--- config.mk ---
export PLATFORM = sky130hd
export DESIGN_NAME = rx_multi_sampler_flat
export DESIGN_NICKNAME = d
export VERILOG_FILES = /design/src/rtl/rx_multi_sampler_if.sv /design/src/rtl/rx_multi_sampler.sv /design/src/flat_wrapper.sv
export SDC_FILE = /design/constraint.sdc
export NUM_CORES = 1
export LEC_CHECK = 0
export CAP_MARGIN = 30
export CORE_ASPECT_RATIO = 0.7
export CORE_UTILIZATION = 30
export CTS_BUF_LIST = sky130_fd_sc_hd__clkbuf_4 sky130_fd_sc_hd__clkbuf_8 sky130_fd_sc_hd__clkbuf_16
export DETAILED_ROUTE_END_ITERATION = 8
export SYNTH_ARGS = -nofsm -noshare
export SYNTH_HDL_FRONTEND = slang
export SYNTH_SLANG_ARGS = --single-unit
--- constraint.sdc ---
create_clock -name CLK -period 3.15 [get_ports CLK]
set_clock_uncertainty 0.05 [all_clocks]
set_input_delay 0.63 -clock CLK [delete_from_list [all_inputs] [get_ports CLK]]
set_output_delay 0.63 -clock CLK [all_outputs]
set_load 0.05 [all_outputs]
--- src/rtl/rx_multi_sampler_if.sv ---
// Bus between a serial receiver front end and its oversampling bit sampler.
// The receiver controller drives the master side; the sampler is the slave.
interface rx_multi_sampler_if #(
  parameter int PRESCALE_W = 6
);
  logic                  RX_IN;
  logic [PRESCALE_W-1:0] Prescale;
  logic                  samp_en;
  logic                  bit_restart;
  logic [PRESCALE_W-1:0] edge_cnt;
  logic                  bit_tick;
  logic                  sampled_bit;
  logic                  bit_valid;
  logic                  noise_flag;
  logic                  cfg_err;

  modport master (
    output RX_IN, Prescale, samp_en, bit_restart,
    input  edge_cnt, bit_tick, sampled_bit, bit_valid, noise_flag, cfg_err
  );

  modport slave (
    input  RX_IN, Prescale, samp_en, bit_restart,
    output edge_cnt, bit_tick, sampled_bit, bit_valid, noise_flag, cfg_err
  );
endinterface

--- src/rtl/rx_multi_sampler.sv ---
// Oversampling serial bit sampler: synchronises RX_IN, tracks position within the
// bit period and majority-votes NUM_SAMPLES samples centred on the bit middle.
module rx_multi_sampler #(
  parameter int PRESCALE_W  = 6,
  parameter int NUM_SAMPLES = 3,
  parameter int SYNC_STAGES = 2
) (
  input logic               CLK,
  input logic               RST,
  rx_multi_sampler_if.slave bus
);

  localparam int CNT_W = 3;
  localparam int M     = (NUM_SAMPLES - 1) / 2;

  typedef logic [PRESCALE_W-1:0] pre_t;
  typedef logic [CNT_W-1:0]      cnt_t;

  localparam pre_t ONE       = pre_t'(1);
  localparam pre_t TWO       = pre_t'(2);
  localparam pre_t MIN_PRE   = pre_t'(NUM_SAMPLES + 1);
  localparam pre_t HALF_SPAN = pre_t'(M);
  localparam cnt_t MAJ       = cnt_t'(NUM_SAMPLES / 2);
  localparam cnt_t ALL_ONES  = cnt_t'(NUM_SAMPLES);

  typedef enum logic [1:0] {
    MODE_OFF,
    MODE_DEGRADED,
    MODE_NORMAL
  } mode_e;

  logic [SYNC_STAGES-1:0] sync_q;
  logic                   rx_s;
  pre_t                   pre_q;
  pre_t                   edge_q;
  pre_t                   half;
  pre_t                   samp_lo;
  pre_t                   samp_hi;
  mode_e                  mode;
  logic                   run;
  logic                   wrap;
  logic                   in_window;
  logic                   last_sample;
  cnt_t                   ones_q;
  cnt_t                   ones_nxt;
  logic                   valid_q;
  logic                   sampled_q;
  logic                   noise_q;
  logic                   cfg_err_q;

  assign rx_s = sync_q[SYNC_STAGES-1];

  // pre_q is the bit-period length of the window in progress; it only follows
  // Prescale at a wrap or restart so a mid-bit change cannot stretch this bit.
  // NOTE: every always_comb output gets a default first so no latch is inferred.
  always_comb begin
    half    = pre_q >> 1;
    mode    = MODE_OFF;
    samp_lo = '0;
    samp_hi = '0;
    if (pre_q >= MIN_PRE) begin
      mode    = MODE_NORMAL;
      samp_lo = half - HALF_SPAN;
      samp_hi = half + HALF_SPAN;
    end else if (pre_q >= TWO) begin
      mode    = MODE_DEGRADED;
      samp_lo = half;
      samp_hi = half;
    end
    run         = bus.samp_en & ~bus.bit_restart;
    wrap        = (mode == MODE_OFF) | (edge_q == pre_q - ONE);
    in_window   = run & (mode != MODE_OFF) & (edge_q >= samp_lo) & (edge_q <= samp_hi);
    last_sample = in_window & (edge_q == samp_hi);
    ones_nxt    = ones_q + {{(CNT_W-1){1'b0}}, rx_s};
  end

  // NOTE: sequential state uses non-blocking assignments only, so every flop
  // sees the pre-edge values of its neighbours regardless of statement order.
  always_ff @(posedge CLK) begin
    if (RST) begin
      sync_q    <= '1;
      pre_q     <= bus.Prescale;
      edge_q    <= '0;
      ones_q    <= '0;
      valid_q   <= 1'b0;
      sampled_q <= 1'b1;
      noise_q   <= 1'b0;
      cfg_err_q <= 1'b0;
    end else begin
      sync_q[0] <= bus.RX_IN;
      for (int i = 1; i < SYNC_STAGES; i++) begin
        sync_q[i] <= sync_q[i-1];
      end
      cfg_err_q <= (bus.Prescale < MIN_PRE);
      valid_q   <= last_sample;
      if (!run) begin
        edge_q <= '0;
        ones_q <= '0;
        pre_q  <= bus.Prescale;
      end else begin
        if (wrap) begin
          edge_q <= '0;
          pre_q  <= bus.Prescale;
        end else begin
          edge_q <= edge_q + ONE;
        end
        if (last_sample) begin
          ones_q    <= '0;
          sampled_q <= (ones_nxt > MAJ);
          noise_q   <= (mode == MODE_NORMAL) & (ones_nxt != '0) & (ones_nxt != ALL_ONES);
        end else if (in_window) begin
          ones_q <= ones_nxt;
        end
      end
    end
  end

  assign bus.edge_cnt    = edge_q;
  assign bus.bit_tick    = run & (edge_q == pre_q - ONE);
  assign bus.bit_valid   = valid_q & bus.samp_en;
  assign bus.sampled_bit = sampled_q;
  assign bus.noise_flag  = noise_q;
  assign bus.cfg_err     = cfg_err_q;

endmodule

--- src/flat_wrapper.sv ---
// flat-port wrapper written by rule: the top's interface ports become plain ports
module rx_multi_sampler_flat 
#(
  parameter int PRESCALE_W  = 6,
  parameter int NUM_SAMPLES = 3,
  parameter int SYNC_STAGES = 2
)
  (CLK, RST, bus_RX_IN, bus_Prescale, bus_samp_en, bus_bit_restart, bus_edge_cnt, bus_bit_tick, bus_sampled_bit, bus_bit_valid, bus_noise_flag, bus_cfg_err);
  rx_multi_sampler_if #(.PRESCALE_W(PRESCALE_W)) bus_i ();
  input logic CLK;
  input logic RST;
  input wire logic [$bits(bus_i.RX_IN)-1:0] bus_RX_IN;
  input wire logic [$bits(bus_i.Prescale)-1:0] bus_Prescale;
  input wire logic [$bits(bus_i.samp_en)-1:0] bus_samp_en;
  input wire logic [$bits(bus_i.bit_restart)-1:0] bus_bit_restart;
  output wire logic [$bits(bus_i.edge_cnt)-1:0] bus_edge_cnt;
  output wire logic [$bits(bus_i.bit_tick)-1:0] bus_bit_tick;
  output wire logic [$bits(bus_i.sampled_bit)-1:0] bus_sampled_bit;
  output wire logic [$bits(bus_i.bit_valid)-1:0] bus_bit_valid;
  output wire logic [$bits(bus_i.noise_flag)-1:0] bus_noise_flag;
  output wire logic [$bits(bus_i.cfg_err)-1:0] bus_cfg_err;
  assign bus_i.RX_IN = bus_RX_IN;
  assign bus_i.Prescale = bus_Prescale;
  assign bus_i.samp_en = bus_samp_en;
  assign bus_i.bit_restart = bus_bit_restart;
  assign bus_edge_cnt = bus_i.edge_cnt;
  assign bus_bit_tick = bus_i.bit_tick;
  assign bus_sampled_bit = bus_i.sampled_bit;
  assign bus_bit_valid = bus_i.bit_valid;
  assign bus_noise_flag = bus_i.noise_flag;
  assign bus_cfg_err = bus_i.cfg_err;
  rx_multi_sampler #(.PRESCALE_W(PRESCALE_W), .NUM_SAMPLES(NUM_SAMPLES), .SYNC_STAGES(SYNC_STAGES)) u_core (.CLK(CLK), .RST(RST), .bus(bus_i));
endmodule
### Word-level counts from Yosys, hierarchy flattened

Index checks and enable logic that the tools add are counted.

| operators by class | value |
|---|---|
| add/subtract/negate cells | 5 |
| order comparisons | 6 |
| multiplexer cells | 8 |
| bitwise gates (word level) | 12 |
| equal/unequal tests | 5 |
| reductions and logical operators | 6 |

Operator list:

| cell | number |
|---|---|
| $mux 6 | 5 |
| $eq 6x6->1 | 2 |
| $and 1x1->1 | 9 |
| $add 5x1->6 const B | 1 |
| $add 6x1->6 const B | 1 |
| $ge 6x2->1 const B | 1 |
| $ge 6x3->1 const B | 1 |
| $ge 6x6->1 | 1 |
| $le 6x6->1 | 1 |
| $lt 6x3->1 const B | 1 |
| $reduce_or 3->1 | 2 |
| $sub 5x1->6 const B | 1 |
| $sub 6x1->6 const B | 1 |
| $mux 5 | 1 |
| $add 3x1->3 | 1 |
| $gt 3x1->1 const B | 1 |
| $ne 3x2->1 const B | 1 |
| $ne 3x3->1 const B | 1 |
| $reduce_bool 3->1 | 1 |
| $eq 2x2->1 const B | 1 |
| $logic_not 2->1 | 1 |
| $mux 2 | 1 |
| $not 1->1 | 2 |
| $reduce_and 2->1 | 1 |
| 3 further kinds | 3 |

| storage, ports and cells | value |
|---|---|
| logic and storage cells | 50 |
| output and inout bits | 11 |
| input bits | 11 |
| flip-flop bits (word level) | 21 |

### Longest topological paths before layout

Gate-level depths: netlist of run 1.

| logic depth | value |
|---|---|
| word-level depth | 9 |
| depth in mapped cells | 11 |
| depth with buffers taken out | 11 |

### Least setup slack after synthesis of run 1

OpenSTA, ideal clock, no wires.

| path | value |
|---|---|
| path kind | reg2out |
| start | register u_core.pre_q[1] |
| end | output port bus_bit_tick |
| data required time | 2.470 ns |
| setup slack | 0.305 ns |
| cell stages (with the launch flop) | 8 |
| arrival time | 2.165 ns |
| path buffers | 0 |
| path through | edfxtp_1 inv_1 ha_1 nand2b_1 o211a_1 o31ai_1 nand4_1 nor2_1 |

| on the way | value |
|---|---|
| cells in the longest elaborated chain, start to end | 3 |

Ends and longest elaborated chain:

| what | RTL line | source |
|---|---|---|
| start: declaration | rx_multi_sampler.sv:34 | `pre_t pre_q;` |
| start signal: assignment | rx_multi_sampler.sv:82 | `pre_q <= bus.Prescale;` |
| start signal: assignment | rx_multi_sampler.sv:99 | `pre_q <= bus.Prescale;` |
| start signal: assignment | rx_multi_sampler.sv:103 | `pre_q <= bus.Prescale;` |
| $sub 6x1->6 | rx_multi_sampler.sv:119 | `assign bus.bit_tick = run & (edge_q == pre_q - ONE);` |
| $eq 6x6->1 | rx_multi_sampler.sv:119 |  |
| $and 1x1->1 | rx_multi_sampler.sv:119 |  |
| end: declaration | flat_wrapper.sv:17 | `output wire logic [$bits(bus_i.bit_tick)-1:0] bus_bit_tick;` |

Every way passes these cells.

### Worst setup path after layout of run 1

| path | value |
|---|---|
| start | register u_core.pre_q[1] |
| end | register u_core.ones_q[2] |

| on the way | value |
|---|---|
| cells in the longest elaborated chain, start to end | 9 |
| elaborated cells on any way between the ends | 18 |
| those cells by class | add/sub (2); order compare (4); eq/ne (1); mux (5); bitwise (4); reduce/logical (2) |

Ends and longest elaborated chain:

| what | RTL line | source |
|---|---|---|
| parallel branches: the longest is 9 deep, another holds $ge 6x2->1 | -- |  |
| end signal: assignment | rx_multi_sampler.sv:112 | `ones_q <= ones_nxt;` |
| end: declaration | rx_multi_sampler.sv:44 | `cnt_t ones_q;` |

Parallel ways; which one is timed is not known.
A chain may end at the register's enable or synchronous reset.

==> metrics.txt, run 1 <==
Final Setup Violations=0; gr usage total=14.5%; status=finished, final reports clean; met1 Use GR=19.4%; fin crit period=2.94 ns; sequential-to-total area share from yosys stat=32.4%; setup TNS=0 ns; CP Capture Point=u_core.ones_q[2]$_SDFFE_PP0P_; Placed Cells incl. Taps=254; CP Max Fanout=8; worst rel slew slack=66.7%; WL final=3340 µm; GR Layer Usage met3=3.13%; R2R Setup Slk=0.21 ns; unrepaired setup endpoints after global routing=false; Area contributors post-synth=dfxtp_1 20%, ha_1 17%, edfxtp_1 12%, xnor2_1 7.1%, xor2_1 4.1%; FMAX=0.340 GHz; Post-Layout Inst Area=1870 µm²; TritonCTS clock tree=built; RR Startpoint=u_core.pre_q[1]$_DFFE_PP_; Peak VDD IR=0.197 mV; most frequent cell on the critical path=ha_1; asr flop ratio synth=0%; number of max-cap violations=0; Avg Cell Area, Syn=9.27 µm²; layout cell share with drive strength beyond 1=9.52%; Fill cells=479; CP bufs+invs=1; total number of vias=1229; number of synthesized register bits=21; area of the mapped netlist=1480 µm²; I/O Buffers=21; Final #Nets=221; unique cell type count in the Yosys netlist=41; Synth area leader=dfxtp_1; H-tree depth=1; Initial Util=31.2%; Pre-antenna DRT Iters=6; hold buffer count at cts=0; Critical Path Max Stage Delay=0.47 ns; CP top delay family=simple AND/OR/NAND/NOR gates; initial antenna violation count=0; Synthesized Nets=191; number of synthesized flops with an enable pin=6; HP Class=reg -> reg; Core Box Area=4760 µm²; register area=480 µm²; Cells on Worst Hold Path=1; GR Util met2=23.4%; DIE AREA=5240 µm²; worst reg2reg endpoint=u_core.ones_q[2]$_SDFFE_PP0P_; Worst-Margin Slew=0.497 ns; mean routed wirelength per cell=12.9 µm; Final Wtd Congestion=0.830; vias in the first global route=1207; non-filler instance count after layout=258; Synth Instances=160; Startpoint Class=flop; Critical path origin=u_core.pre_q[1]$_DFFE_PP_; Final period util=93.5%; Post-synth top flop=dfxtp_1; HPWL Detailed=2710 µm; slowest CP cell=or4_1; Reg clk slew, reported paths=0.08 ns; pins over their slew limit=0; Levels on crit path=11; crit path kind=reg -> reg; area of the multi-input gates=963 µm²; pwr dens=326 nW/µm²; warnings from Yosys=0; global-route layer with the greatest usage=met2; root buf cell=clkbuf_8; Max Root-Sink Buffers=2; Clock Latency Late Sink=0.27 ns; ANT cells=0; Required @ worst endpoint=3.31 ns; Initial DRC Count=39; cells resized by post-CTS repair=0; antenna viol nets, final=0; Synth top cells by count=20 x ha_1, 15 x dfxtp_1, 15 x nor2_1; Ports=22; worst path arrival time=3.10 ns; CP Cell Sequence=inv_1 > ha_1 > nand2b_1 > nand3_1 > nand2_1 > ha_1 > nor2b_1 > o21a_1 > o31a_1 > or4_1 > a21oi_1; Clock Sinks=21; largest net degree at the start of global routing=13; Chip Height=60.8 µm; CTS buffer count=3; Post-Place Cell Area=1830 µm²; routed vias/inst=4.76; FF-to-FF path depth=11; DIE WIDTH=86.1 µm; post-CTS setup buffer count=0; global route overflow=0; first-pass GRT wire length=5690 µm; Final Hold Fails=0; endpoint kind of the worst setup timing path=flop; leak pwr=0.719 nW; area share of the largest cell type after synthesis=20.2%; top-count cell post-synth=ha_1; row cnt=21; Area Overhead vs Synth=26.1%; drt drc=0
## per-stage QoR
stage          hold WS [ns]  total power, W  util, %  setup WS (ns)
6_report              0.364        0.000609     39.4          0.206
5_1_grt               0.382        0.000641     39.4         0.0115
4_1_cts               0.366        0.000616     39.4          0.187
3_5_place_dp          0.347        0.000430     38.4          0.254
3_3_place_gp          0.342        0.000429     38.4          0.346
2_1_floorplan         0.339        0.000386        -          0.305
## registers in the layout, summed over array words and instances (netlist names)
name / count
u_core.sync_q: 2
u_core.pre_q: 6
u_core.bus.noise_flag: 1
u_core.bus.sampled_bit: 1
u_core.valid_q: 1
u_core.bus.cfg_err: 1
u_core.bus.edge_cnt: 6
u_core.ones_q: 3
## cell families after synthesis
family	synth area share (%)
AO/OA/AOI/OAI	14.6
XOR/XNOR	11.2
adder cells (fa/ha/maj)	16.9
buffers and inverters	2.70
flip-flops	32.4
AND/OR/NAND/NOR	22.3
## worst reg2reg max path, delay by kind of cell (launching register included)
family | cells | cell delay [ns]
AOI/OAI and AO/OA | 3 | 0.62
adders and majority gates | 2 | 0.49
buffers and inverters | 1 | 0.22
DFF | 1 | 0.38
and+or+nand+nor | 5 | 1.14
## area by class of cell
type,instances,area share [%]
clock buffer,3,2.21
clock inverter,1,0.267
inverter,6,1.20
multi-input combinational,130,51.5
sequential,21,25.7
tap,69,4.61
timing repair buffer,28,14.6
## how the worst min path moves through the flow
stage,startpoint,to
6_report,u_core.sync_q[0]$_SDFF_PP1_,u_core.sync_q[1]$_SDFF_PP1_
5_1_grt,u_core.sync_q[0]$_SDFF_PP1_,u_core.sync_q[1]$_SDFF_PP1_
4_1_cts,u_core.sync_q[0]$_SDFF_PP1_,u_core.sync_q[1]$_SDFF_PP1_
3_5_place_dp,u_core.sync_q[0]$_SDFF_PP1_,u_core.sync_q[1]$_SDFF_PP1_
3_3_place_gp,u_core.sync_q[0]$_SDFF_PP1_,u_core.sync_q[1]$_SDFF_PP1_
2_1_floorplan,u_core.sync_q[0]$_SDFF_PP1_,u_core.sync_q[1]$_SDFF_PP1_
## metal layers
layer,vias up,share of wire [%]
met5,-,0
met4,0,1.2
met1,565,52
met2,17,43
li1,642,-
met3,5,3.6
## cell usage in the layout (no fill, tap or decap), types with 6 or more instances in the layout
cell,n
nand2_1,12
a21oi_1,7
nand2b_1,7
ha_1,20
xor2_1,7
dfxtp_1,15
nor2_1,15
buf_4,7
inv_1,6
nand3_1,9
edfxtp_1,6
clkdlybuf4s50_1,20
xnor2_1,12
## power breakdown
| part | total, W | switching, W | internal, W | leakage (nW) |
|---|---|---|---|---|
| clock network | 0.000186 | 0.0000973 | 0.0000885 | 0.0255 |
| registers | 0.000291 | 0.00000514 | 0.000286 | 0.184 |
| logic | 0.000133 | 0.0000711 | 0.0000618 | 0.509 |
| total | 0.000609 | 0.000174 | 0.000436 | 0.719 |
Note: power is estimated with default switching activity, not from simulation.
==> inputs of run 2 (changes only) <==
SETUP_SLACK_MARGIN = 0.3   (was unset)
SLEW_MARGIN = 15   (was unset)
clock period = 3.55 ns   (was 3.15 ns; I/O delays follow)
==> run 2 against run 1 <==
Die area stayed put. Cell count is 1.9% lower. Clock power is 12% lower. Final area is 2.4% lower. First-iteration DRC count is 21% higher. Clock-buffer cell count stayed put. Wire length is 0.72% lower.
==> metrics.txt, run 2 (same netlist as run 1, synthesis figures left out) <==
FMAX=0.326 GHz; HPWL Detailed=2520 µm (-7.1%); gr usage total=13.1% (-1.4 points); Clock Sinks=21 (unchanged); total power=0.000534 W (-12%); status=finished, final reports clean; antenna viol nets, final=0 (unchanged); Required @ worst endpoint=2.79 ns (-0.52 ns); largest net degree at the start of global routing=13 (unchanged); Final period util=86.4%; setup TNS=0 ns (unchanged); Initial DRC Count=47 (+21%); Ports=22 (unchanged); H-tree depth=1 (unchanged); initial antenna violation count=0 (unchanged); Final Hold Fails=0 (unchanged); fin crit period=3.07 ns; worst hold path startpoint=u_core.sync_q[0]$_SDFF_PP1_; root buf cell=clkbuf_8; Final Wtd Congestion=0.853 (+2.8%); WL final=3310 µm (-0.72%); Reg clk slew, reported paths=0.08 ns (about the same); pwr dens=292 nW/µm² (-10%); most frequent cells in the layout=20 x ha_1, 20 x clkdlybuf4s50_1, 15 x nor2_1, 15 x dfxtp_1; Initial Util=31.2% (unchanged); FF-to-FF path depth=10 (-1); mean routed wirelength per cell=13.1 µm (+1.2%); Pre-antenna DRT Iters=4 (-2); global route overflow=0 (unchanged); layout cell share with drive strength beyond 1=7.61% (-1.9 points); worst rel slew slack=66.5% (-0.27 points); Cells on Worst Hold Path=1 (unchanged); worst path arrival time=2.31 ns (-0.79 ns); vias in the first global route=1052 (-13%); Post-Place Cell Area=1770 µm² (-3.2%); drt drc=0 (unchanged); DIE WIDTH=86.1 µm (unchanged); leak pwr=0.691 nW (-3.8%); pins over their slew limit=0 (unchanged); crit path kind=reg -> out; endpoint kind of the worst setup timing path=primary output; Place WS=0.415 ns (+0.162 ns); Critical Path Max Stage Delay=0.44 ns (-0.03 ns); slowest CP cell=edfxtp_1; first-pass GRT wire length=5160 µm (-9.2%); DIE AREA=5240 µm² (unchanged); Area Overhead vs Synth=23.1%; Worst-Margin Slew=0.501 ns (+0.00403 ns); number of max-cap violations=0 (unchanged); Startpoint Class=flop; Final Setup Violations=0 (unchanged); Core Box Area=4760 µm² (unchanged); worst reg2reg endpoint=u_core.ones_q[1]$_SDFFE_PP0P_; Chip Height=60.8 µm (unchanged); HP Class=reg -> reg; sink of the worst hold path=u_core.sync_q[1]$_SDFF_PP1_; CTS buffer count=3 (unchanged); RR Startpoint=u_core.pre_q[2]$_DFFE_PP_; R2R Setup Slk=0.52 ns (+0.31 ns); hold buffer count at cts=0 (unchanged); CP Cell Sequence=inv_1 > ha_1 > nand2b_1 > o211a_1 > o31ai_1 > nand4_1 > nor2_1 > buf_4; total number of vias=1225 (-0.33%); row cnt=21 (unchanged); ANT cells=0 (unchanged); utilization after layout=38.4% (-0.95 points); Max Root-Sink Buffers=2 (unchanged); TritonCTS clock tree=built; Post-Layout Inst Area=1830 µm² (-2.4%); I/O Buffers=21 (unchanged); routed vias/inst=4.84 (+1.6%); Peak VDD IR=0.267 mV (+36%); Clock Latency Late Sink=0.27 ns (about the same); unrepaired setup endpoints after global routing=false; Final #Nets=216 (-2.3%); Final WS setup=0.482 ns (+0.276 ns); CP Max Fanout=7 (-1)
## run 2: critical path: cells and delay by family, from the launching register on
kind,cells,cell delay (ns)
AOI/OAI and AO/OA,2,0.52
adders and majority gates,1,0.24
buffers and inverters,2,0.43
DFF,1,0.44
and+or+nand+nor,3,0.41
## run 2: worst max path at each step
stage	slack, ns	endpoint	from
after global placement	0.53	u_core.ones_q[1]$_SDFFE_PP0P_	u_core.pre_q[1]$_DFFE_PP_
after global routing	0.32	u_core.ones_q[1]$_SDFFE_PP0P_	u_core.pre_q[1]$_DFFE_PP_
after CTS	0.39	u_core.ones_q[1]$_SDFFE_PP0P_	u_core.pre_q[1]$_DFFE_PP_
after floorplan	0.63	bus_bit_tick	u_core.pre_q[1]$_DFFE_PP_
final	0.48	bus_bit_tick	u_core.pre_q[1]$_DFFE_PP_
after detailed placement	0.42	u_core.ones_q[0]$_SDFFE_PP0P_	u_core.pre_q[1]$_DFFE_PP_
## run 2: repair_timing
action | CTS | global route
setup endpoints to repair | 0 | 4
buffers inserted | 0 | 1
endpoints found under the hold margin | 0 | 0
resized for setup | 0 | 1
## run 2: area by class of cell
| type | instances | area (µm²) |
|---|---|---|
| Clock inverter | 1 | 5.00 |
| Tap cell | 69 | 86.3 |
| Inverter | 6 | 22.5 |
| Clock buffer | 3 | 41.3 |
| Multi-Input combinational cell | 130 | 968 |
| Sequential cell | 21 | 480 |
| Timing Repair Buffer | 23 | 223 |
| Fill cell | 483 | 2930 |
## run 2: power by group
part / internal, W / switching [W]
Sequential: 0.000254 / 0.0000106
Clock: 0.0000784 / 0.0000851
Combinational: 0.0000497 / 0.0000567
## run 2: stage by stage
step / hold slack [ns] / instances
after detailed placement: 0.347 / 248
after global routing: 0.383 / 253
after floorplan: 0.339 / 160
after CTS: 0.366 / 252
after global placement: 0.341 / 248
final: 0.365 / 253
## run 2: routing by layer
layer / vias up / global-route usage, % / part of all wire, %
li1: 628 / - / -
met5: - / 0 / 0
met1: 575 / 18.1 / 55
met3: 2 / 3.13 / 3.5
met4: 0 / 2.86 / 0.45
met2: 20 / 21.1 / 41
==> inputs of run 3 (changes only) <==
CELL_PAD_IN_SITES_DETAIL_PLACEMENT = 0   (was unset)
CELL_PAD_IN_SITES_GLOBAL_PLACEMENT = 1   (was unset)
PLACE_DENSITY_LB_ADDON = 0.1   (was unset)
==> run 3 against run 2 <==
Sequential share of layout area shrank 0.37 points. Cell count is 0.40% higher. Total power is 0.17% higher. Final area up 1.4%. Register-to-register slack improved by 0.03 ns. Sequential cell count did not move. Critical path type unchanged.
==> metrics.txt, run 3 (same netlist as run 1, synthesis figures left out) <==
layout cell share with drive strength beyond 1=9.19% (+1.6 points); HPWL Detailed=2850 µm (+13%); WL final=3520 µm (+6.4%); leak pwr=0.699 nW (+1.1%); Core Box Area=4760 µm² (unchanged); global route overflow=0 (unchanged); FMAX=0.332 GHz (+1.7%); TritonCTS clock tree=built; total power=0.000535 W (+0.17%); Critical path origin=u_core.pre_q[1]$_DFFE_PP_; worst reg2reg endpoint=u_core.ones_q[2]$_SDFFE_PP0P_; Chip Height=60.8 µm (unchanged); sink of the worst hold path=u_core.sync_q[1]$_SDFF_PP1_; Initial DRC Count=51 (+8.5%); Area Overhead vs Synth=24.9%; Clock Latency Late Sink=0.26 ns (about the same); row cnt=21 (unchanged); routed vias/inst=4.85 (+0.18%); crit path kind=reg -> out; Final period util=85.0% (-1.5 points); Reg clk slew, reported paths=0.08 ns (about the same); unrepaired setup endpoints after global routing=false; worst path arrival time=2.26 ns (-0.05 ns); Final Setup Violations=0 (unchanged); largest net degree at the start of global routing=13 (unchanged); worst hold path startpoint=u_core.sync_q[0]$_SDFF_PP1_; DIE WIDTH=86.1 µm (unchanged); vias in the first global route=1156 (+9.9%); Worst-Margin Slew=0.501 ns (-0.000396 ns); Final #Nets=217 (+0.46%); Initial Util=31.2% (unchanged); RR Startpoint=u_core.pre_q[1]$_DFFE_PP_; most frequent cells in the layout=20 x ha_1, 20 x clkdlybuf4s50_1, 15 x nor2_1, 15 x dfxtp_1; drt drc=0 (unchanged); FF-to-FF path depth=11 (+1); Placed Cells incl. Taps=249 (+0.40%); root buf cell=clkbuf_8; area of the multi-input gates=987 µm² (+1.9%); status=finished, final reports clean; Fill cells=481 (-0.41%); Final Hold Fails=0 (unchanged); Pre-antenna DRT Iters=4 (unchanged); Cells on Worst Hold Path=1 (unchanged); HP Class=reg -> reg; mean routed wirelength per cell=13.9 µm (+6.0%); pwr dens=289 nW/µm² (-1.2%); fin crit period=3.02 ns (-0.0521 ns); Startpoint Class=flop; ANT cells=0 (unchanged); worst rel slew slack=66.5% (about the same); I/O Buffers=21 (unchanged); CP Max Fanout=7 (unchanged); CTS buffer count=3 (unchanged); gr usage total=14.6% (+1.5 points); Clock Sinks=21 (unchanged); Peak VDD IR=0.139 mV (-48%); Max Root-Sink Buffers=2 (unchanged); number of max-cap violations=0 (unchanged); total number of vias=1232 (+0.57%); register area=480 µm² (unchanged); first-pass GRT wire length=5730 µm (+11%); Required @ worst endpoint=2.79 ns (about the same); R2R Setup Slk=0.55 ns (+0.03 ns); antenna viol nets, final=0 (unchanged); Ports=22 (unchanged); H-tree depth=1 (unchanged); endpoint kind of the worst setup timing path=primary output; hold buffer count at cts=0 (unchanged); setup TNS=0 ns (unchanged); pins over their slew limit=0 (unchanged); Final Wtd Congestion=0.755 (-11%); initial antenna violation count=0 (unchanged); utilization after layout=39.0% (+0.55 points); non-filler instance count after layout=254 (+0.40%); DIE AREA=5240 µm² (unchanged)
run 3: cell count changes in the layout (fill, tap and decap cells not counted), sizes merged:
cell  before  now
buf        3    4
run 3: repair_timing:
item	CTS	global route
setup endpoints to repair	0	5
buffers inserted	0	1
gates resized for setup	0	4
hold endpoints to repair	0	0
run 3: critical path, cell delays in order (launching register included):
cell	delay, ns
edfxtp_1	0.48
inv_1	0.25
ha_1	0.25
nand2b_1	0.09
o211a_1	0.21
o31ai_1	0.28
nand4_1	0.13
nor2_1	0.11
buf_4	0.20
run 3: worst max path at each step:
stage                                    end  depth (start not counted)  slack, ns
2_1_floorplan                   bus_bit_tick                          7       0.63
3_3_place_gp   u_core.ones_q[0]$_SDFFE_PP0P_                         11       0.55
3_5_place_dp   u_core.ones_q[2]$_SDFFE_PP0P_                         11       0.42
4_1_cts        u_core.ones_q[1]$_SDFFE_PP0P_                         11       0.39
5_1_grt                         bus_bit_tick                          8       0.31
6_report                        bus_bit_tick                          8       0.53
run 3: per-layer routing:
layer / GRT usage [%] / vias to the layer above / wire (µm)
met5: 0 / - / 0
met4: 3.57 / 0 / 19
met3: 2.04 / 2 / 171
met2: 22.2 / 23 / 1490
met1: 21.9 / 575 / 1840
li1: - / 632 / -
run 3: layout make-up:
type,instances,share of cell area [%]
Multi-Input combinational cell,130,53.3
Sequential cell,21,25.9
Timing Repair Buffer,24,12.4
Tap cell,69,4.66
Clock buffer,3,2.23
Inverter,6,1.22
Clock inverter,1,0.270
run 3: report_power, final:
part	total [W]	internal, W	switching, W
Combinational	0.000114	0.0000526	0.0000611
Sequential	0.000262	0.000254	0.00000884
Clock	0.000159	0.0000782	0.0000807
run 3: stage by stage:
step / setup slack (ns) / cell area [µm²] / hold WS [ns]
after CTS: 0.387 / 1820 / 0.377
after detailed placement: 0.416 / 1780 / 0.358
final: 0.534 / 1850 / 0.369
after global placement: 0.547 / 1780 / 0.354
after floorplan: 0.625 / 1480 / 0.339
after global routing: 0.309 / 1850 / 0.394
